`src/rtl/truth_table_sequencer.sv`:
```
// ---------------------------------------------------------------------------
// truth_table_sequencer
//
// Sweeps every input vector of a small combinational unit and records its
// truth table. Each vector k (0 .. 2^N_IN-1) is driven on dut_in for SETTLE
// cycles and then held for one more cycle while dut_out is captured into
// table_out[k]. When the sweep ends, the captured table is compared with the
// expected table that was latched at start. The block then reports pass and
// the number of mismatching bit positions.
//
// Parameters
//   N_IN    number of unit inputs (1..4)
//   SETTLE  cycles each vector is held before it is sampled (>= 1)
//
// Ports
//   clk         rising-edge clock
//   rst_n       asynchronous active-low reset
//   start       request one full sweep (accepted only in IDLE)
//   expected    expected truth table, bit k = unit output for vector k
//   dut_in      vector driven to the unit, 0 outside a sweep
//   dut_out     unit output, sampled by this block
//   busy        high while vectors are being driven or sampled
//   done        one-cycle pulse at the end of a sweep
//   table_out   captured truth table
//   pass        table_out matches the latched expected table
//   fail_count  number of mismatching bit positions
// ---------------------------------------------------------------------------
module truth_table_sequencer #(
  parameter int N_IN   = 2,
  parameter int SETTLE = 1
) (
  input  logic                 clk,
  input  logic                 rst_n,
  input  logic                 start,
  input  logic [(1<<N_IN)-1:0] expected,
  output logic [N_IN-1:0]      dut_in,
  input  logic                 dut_out,
  output logic                 busy,
  output logic                 done,
  output logic [(1<<N_IN)-1:0] table_out,
  output logic                 pass,
  output logic [N_IN:0]        fail_count
);

  localparam int NV = 1 << N_IN;
  localparam int SW = (SETTLE > 1) ? $clog2(SETTLE) : 1;

  // The settle counter counts down from SETTLE-1 and leaves DRIVE at zero.
  localparam logic [SW-1:0]   SETTLE_RELOAD = SW'(SETTLE - 1);
  localparam logic [N_IN-1:0] K_LAST        = N_IN'(NV - 1);

  typedef enum logic [1:0] {
    IDLE,
    DRIVE,
    SAMPLE,
    DONE
  } state_e;

  state_e          state_q, state_d;
  logic [N_IN-1:0] k_q, k_d;
  logic [SW-1:0]   settle_q, settle_d;
  logic [NV-1:0]   exp_q, exp_d;
  logic [NV-1:0]   table_q, table_d;
  logic            pass_q, pass_d;
  logic [N_IN:0]   fail_q, fail_d;

  logic last_vec;
  assign last_vec = (k_q == K_LAST);

  function automatic logic [N_IN:0] popcount(input logic [NV-1:0] v);
    logic [N_IN:0] c;
    c = '0;
    for (int i = 0; i < NV; i++) begin
      c = c + {{N_IN{1'b0}}, v[i]};
    end
    return c;
  endfunction

  // -------------------------------------------------------------------------
  // State register and datapath flops
  // -------------------------------------------------------------------------
  // NOTE: the latched expected table is reset along with everything else.
  // It is wide, but a reset sweep must never compare against stale data.
  always_ff @(posedge clk or negedge rst_n) begin
    if (!rst_n) begin
      state_q  <= IDLE;
      k_q      <= '0;
      settle_q <= '0;
      exp_q    <= '0;
      table_q  <= '0;
      pass_q   <= 1'b0;
      fail_q   <= '0;
    end else begin
      // NOTE: non-blocking assignments make every flop update from the same
      // pre-edge values, independent of statement order.
      state_q  <= state_d;
      k_q      <= k_d;
      settle_q <= settle_d;
      exp_q    <= exp_d;
      table_q  <= table_d;
      pass_q   <= pass_d;
      fail_q   <= fail_d;
    end
  end

  // -------------------------------------------------------------------------
  // Next-state logic
  // -------------------------------------------------------------------------
  always_comb begin
    // NOTE: the default assignment first means every path assigns state_d,
    // so no latch is inferred.
    state_d = state_q;
    unique case (state_q)
      IDLE:    if (start) state_d = DRIVE;
      DRIVE:   if (settle_q == '0) state_d = SAMPLE;
      SAMPLE:  state_d = last_vec ? DONE : DRIVE;
      DONE:    state_d = IDLE;
      default: state_d = IDLE;
    endcase
  end

  // -------------------------------------------------------------------------
  // Datapath: vector index, settle counter, captured table and verdict
  // -------------------------------------------------------------------------
  always_comb begin
    k_d      = k_q;
    settle_d = settle_q;
    exp_d    = exp_q;
    table_d  = table_q;
    pass_d   = pass_q;
    fail_d   = fail_q;
    unique case (state_q)
      IDLE: begin
        if (start) begin
          exp_d    = expected;
          table_d  = '0;
          pass_d   = 1'b0;
          fail_d   = '0;
          k_d      = '0;
          settle_d = SETTLE_RELOAD;
        end
      end
      DRIVE: begin
        if (settle_q != '0) settle_d = settle_q - SW'(1);
      end
      SAMPLE: begin
        table_d[k_q] = dut_out;
        if (last_vec) begin
          // The verdict is computed from the completed table, including the
          // bit captured at this edge. It is registered on entry to DONE, so
          // it is already valid during the done pulse.
          pass_d = (table_d == exp_q);
          fail_d = popcount(table_d ^ exp_q);
        end else begin
          k_d      = k_q + N_IN'(1);
          settle_d = SETTLE_RELOAD;
        end
      end
      DONE:    ;
      default: ;
    endcase
  end

  // -------------------------------------------------------------------------
  // Outputs
  // -------------------------------------------------------------------------
  always_comb begin
    busy   = (state_q == DRIVE) || (state_q == SAMPLE);
    done   = (state_q == DONE);
    dut_in = ((state_q == DRIVE) || (state_q == SAMPLE)) ? k_q : '0;
  end

  assign table_out  = table_q;
  assign pass       = pass_q;
  assign fail_count = fail_q;

endmodule

```
`config.mk`:
```
export PLATFORM = sky130hd
export DESIGN_NAME = truth_table_sequencer
export DESIGN_NICKNAME = d
export VERILOG_FILES = /design/src/rtl/truth_table_sequencer.sv
export SDC_FILE = /design/constraint.sdc
export NUM_CORES = 1
export LEC_CHECK = 0
export ABC_AREA = 1
export CORE_MARGIN = 2
export CORE_UTILIZATION = 44
export DETAILED_ROUTE_END_ITERATION = 8
export PLACE_DENSITY = 0.73
export SLEW_MARGIN = 20
export SYNTH_ARGS = -nofsm -noshare
export SYNTH_HDL_FRONTEND = slang
export SYNTH_SLANG_ARGS = --single-unit
export TNS_END_PERCENT = 1
```
`constraint.sdc`:
```
create_clock -name clk -period 2.2 [get_ports clk]
set_input_delay 0.33 -clock clk [delete_from_list [all_inputs] [get_ports clk]]
set_output_delay 0.33 -clock clk [all_outputs]
set_load 0.005 [all_outputs]
```
**After elaboration in Yosys (flattened, before gate mapping)**

Index checks and enable logic that the tools add are counted.

- Output and inout port bits: 12
- Register bits after elaboration: 17
- Input port bits: 8
- Logic and storage cells: 57

- $add $sub $neg: 5
- Multiplexer cells: 22
- Reductions and logical operators: 11
- Bitwise operators: 1
- Equal/unequal tests: 9
- Order comparisons: 2

Operators by type and width:

| kind | number |
|---|---|
| 2-to-1 mux 2 bit | 6 |
| AND reduction 3 bit | 3 |
| inequality test 2 bit (second input constant) | 4 |
| one-hot mux 2 bit (4 select lines) | 1 |
| one-hot mux 4 bit (2 select lines) | 1 |
| equality test 2 bit (second input constant) | 3 |
| 2-to-1 mux 3 bit | 2 |
| one-hot mux 3 bit (2 select lines) | 1 |
| AND reduction 2 bit | 3 |
| 2-to-1 mux 1 bit | 5 |
| bitwise mux 4 bit | 1 |
| equality test 4 bit | 1 |
| 2-to-1 mux 4 bit | 1 |
| one-hot mux 2 bit (2 select lines) | 1 |
| XOR 4 bit | 1 |
| adder 2 x 1 -> 3 bit | 1 |
| adder 3 x 1 -> 3 bit | 1 |
| less-than comparator 2 x 3 -> 1 bit (second input constant) | 1 |
| one-hot mux 1 bit (3 select lines) | 1 |
| nonzero test 3 bit | 1 |
| adder 1 x 1 -> 2 bit | 1 |
| adder 2 x 1 -> 2 bit (second input constant) | 1 |
| demux 1 bit (select 2 bit) | 1 |
| equality test 2 x 1 -> 1 bit (second input constant) | 1 |
| 7 further kinds | 7 |

**Logic depth before layout (Yosys ltp)**

- Depth after elaboration: 11
- Mapped depth: 12
- Gate-level depth less buffers: 12

**Least setup slack after synthesis**

OpenSTA, ideal clock, no wires.

- Path type: reg-to-reg
- Start point: register k_q[0]
- End point: register fail_q[1], in the netlist fail_count[1]
- Library setup time: 116 ps
- Stages on the path, launching flop included: 11
- Path buffers: 0
- Arrival time: 2121 ps
- Clock period less this slack: 2238 ps
- Setup slack: -38 ps
- Required time: 2084 ps
- Cell sequence: dfrtp_1 inv_1 ha_1 o21ai_0 xor2_1 fa_1 inv_1 ha_1 ha_1 nand2_1 nand2_1

- Cells in the longest elaborated chain, start to end: 11
- Elaborated cells on any way between the ends: 15
- Those cells by class: add/sub: 3; order compare: 2; eq/ne: 2; mux: 5; bitwise: 1; reduce/logical: 2

RTL lines:

| item | line | source |
|---|---|---|
| start, declared | 60 | `logic [N_IN-1:0] k_q, k_d;` |
| start signal, assigned | 97 | `k_q <= k_d;` |
| less-than comparator 2 x 3 -> 1 bit (not written as such) / >= comparator 2 x 1 -> 1 bit (equally long branches) | 147 | `table_d[k_q] = dut_out;` |
| logical AND 1 bit (not written as such) | 147 |  |
| 2-to-1 mux 1 bit (not written as such) | 147 |  |
| demux 1 bit (select 2 bit) | 147 |  |
| bitwise mux 4 bit | 147 |  |
| XOR 4 bit | 153 | `fail_d = popcount(table_d ^ exp_q);` |
| adder 1 x 1 -> 2 bit | 74 | `c = c + {{N_IN{1'b0}}, v[i]};` |
| adder 2 x 1 -> 3 bit | 74 |  |
| adder 3 x 1 -> 3 bit | 74 |  |
| 2-to-1 mux 3 bit | 148 | `if (last_vec) begin` |
| one-hot mux 3 bit (2 select lines) | 132 | `unique case (state_q)` |
| end signal, assigned | 102 | `fail_q <= fail_d;` |
| end, declared | 65 | `logic [N_IN:0] fail_q, fail_d;` |

Parallel ways exist; a longest one is shown, timed or not. The select of a mux whose other input is x is not followed.
A chain may end at the register's enable or synchronous reset.

**Worst setup path in the final report**

- Start point: register k_q[1]
- End point: register fail_q[1], in the netlist fail_count[1]

Same word-level chain as after synthesis.

==> flow_summary.ini <==
[critical_path]
critPathRequiredTime_ns = 2.45
cp_top_family = adder cells
worst_path_most_repeated_cell = ha_4
crit_type = register to register
crit_fanout = 3
reg2reg_setup_slack_ns = -0.00005
r2r_end = fail_count[1]
crit_path_end_kind = register
cp-start-kind = register
reg2reg_from = k_q[1]
critical_path_buf_inv_count = 2
rr_worst_depth = 11
cp.arrival_ns = 2.45
cp_slowest_cell = fa_1
crit_chain = inv_2 -> ha_4 -> nand2_4 -> o21ai_4 -> xor2_2 -> fa_1 -> inv_2 -> ha_4 -> ha_4 -> nand2_2 -> nand2_1
critical_path.max_stage_delay_ns = 0.57

[global_routing]
grt_pass1_wl_um = 4133
grt_pass1_vias = 935
grt_max_degree = 17
antenna_found_initial = 0
gr-usage-all-layers_pct = 21.89
overflow = 0

[run_status]
violations = negative setup slack
status = finished with violations

[pwr]
p_sw_share_pct = 42.03
internal_power_uw = 1507
p_sw_uw = 1093
p_per_area_nw_per_um2 = 1717
seq_power_share_pct = 19.5
irDropWorstVdd_mv = 1.225
p_leak_uw = 0.0007514
p_clk_share_pct = 7.8
comb_power_share_pct = 72.7

[yosys]
synth_top_area_share_pct = 41.78
synth-main-ff-cell = dfrtp_1
yosys-top-cells-area = dfrtp_1, ha_1, nand2_1
avgSynthCellArea_um2 = 8.334
syn_inst = 115
syn_nets = 135
synthArstFlopShare_pct = 100.0
yosys.cell_count.top_type = nand2_1
synth_top_cell_by_area = dfrtp_1
yosysWarnings = 0
yosys_register_bits = 16
synth_area_um2 = 958.4
synth_common_cells = nand2_1, inv_1, dfrtp_1
synth_cell_types = 18
synth_edf_count = 0
yosysSeqAreaShare_pct = 41.78

[sta]
holdWs_ns = 0.4472
hold_violations = 0
finClkSkew_ns = 0.0007651
fin_ws_ns = -0.00005151
final-setup-viol-count = 1
rsz0062_at_grt = true
fmax_mhz = 454.5
fin_crit_sh_pct = 100.0
drv_slew = 0
slew_headroom_pct = 52.35
worst_pin_slew_ns = 0.7125
post-route-min-period_ns = 2.200
tns_ns = -0.00005151

[floorplanning]
die-area_um2 = 2567
core_area_um2 = 2002
row_count = 16
floorplan.initialDensity_pct = 47.87
die_x_um = 50.67
die_h_um = 50.67
ioPinCount = 20

[detailed_routing]
drc = 0
firstDrtPassIters = 4
wirelength_um = 2646
wl_per_cell_um = 14.07
via_count = 944
antenna_left = 0
post_drt_via_cell_ratio = 5.021
first_iter_violations = 26

[final_layout]
drive_above_1_share_pct = 34.16
fin_nets = 182
num-fill-cells = 138
area.growth.synth_to_final_pct = 57.96
fin_cells = 188
seq_area_um2 = 401.6
antenna_cells = 0
multiInputGateArea_um2 = 596.8

[clock_network]
clock_sinks = 16
htree_levels = 1
clock_latency_ns = 0.30
ctsHoldBuffers = 0
clockRootBuffer = clkbuf_4
cts_buffers = 3
cts_tree = built
cts.clk_slew.worst_paths_ns = 0.10
cts_buffer_depth = 2

[flow_run]
max_cap_viol_count = 0

[hold_path]
hold_path.class = input port to asynchronous set/reset pin

[place]
dp.cells = 168
gp_congestion = 0.8493
place_hpwl_um = 1535
place.port_buffers = 19
## per-layer routing
layer	vias to the layer above	global-route usage (%)	part of all wire, %	wire length, µm
li1	449	-	-	-
met1	451	27.60	41	1092
met2	32	35.96	50	1310
met3	12	3.869	4.8	128
met4	0	10.81	4.3	115
met5	-	0	0	0
## cell type report
class / instances / share of cell area, %
Inverter: 21 / 5.207
Sequential cell: 16 / 26.53
Tap cell: 27 / 2.231
Timing Repair Buffer: 42 / 24.21
Multi-Input combinational cell: 78 / 39.42
Clock buffer: 4 / 2.397
## power groups by stage
stage                     sequential, µW  combinational, µW  clock, µW
after CTS                            482               1610        203
after floorplan                      468                669          0
after global routing                 521               2060        221
after detailed placement             479               1120          0
final                                506               1890        202
after global placement               479               1010          0
## worst max-delay path by stage
stage | start | endpoint | depth (start not counted)
detailed placement | dut_out | fail_count[1] | 11
CTS | k_q[1] | fail_count[1] | 11
global placement | dut_out | fail_count[1] | 11
global route | k_q[1] | fail_count[1] | 11
finish | k_q[1] | fail_count[1] | 11
floorplan | k_q[0] | fail_count[1] | 11
## cells by family after synthesis
kind of cell	after synthesis	synth area share [%]
AOI/OAI and AO/OA	16	8.877
xor gates and xnor gates	2	1.828
adders and majority gates	12	16.45
buffers and inverters	21	8.224
DFF	16	41.78
muxes	2	2.350
and+or+nand+nor	46	20.50
## state kept, by name, indices dropped and copies added (netlist names)
| name | flops |
|---|---|
| exp_q | 4 |
| fail_count | 3 |
| k_q | 2 |
| pass | 1 |
| state_q | 2 |
| table_out | 4 |
## stage by stage
step / cell area (µm²) / setup WS [ns] / power (µW) / util, %
3_3_place_gp: 1235 / -0.2548 / 1493 / 61.69
5_1_grt: 1514 / -0.07583 / 2797 / 75.63
6_report: 1514 / -0.00005151 / 2599 / 75.63
2_1_floorplan: 958.4 / 0.01800 / 1137 / -
3_5_place_dp: 1235 / -0.3872 / 1595 / 61.69
4_1_cts: 1420 / 0.01743 / 2295 / 70.94
## what timing repair did
action | CTS | global route
gates resized for setup | 14 | 15
pin swaps | 9 | 8
buffers inserted | 12 | 4
setup endpoints to repair | 3 | 4
hold endpoints to repair | 0 | 0
## placed cells by master, fill, tap and decap left out, types with 2 or more instances in the layout
cell / count
o22ai_1: 2
clkdlybuf4s50_1: 19
clkbuf_4: 3
nand2_2: 7
a21oi_1: 3
inv_1: 16
dfrtp_1: 15
ha_1: 6
xor2_2: 2
buf_4: 22
nand2_1: 26
inv_2: 5
o21ai_0: 8
mux2_2: 2
ha_4: 5
nand3_1: 5
nor2_1: 3
No activity file was read; power rests on OpenSTA's default activity.
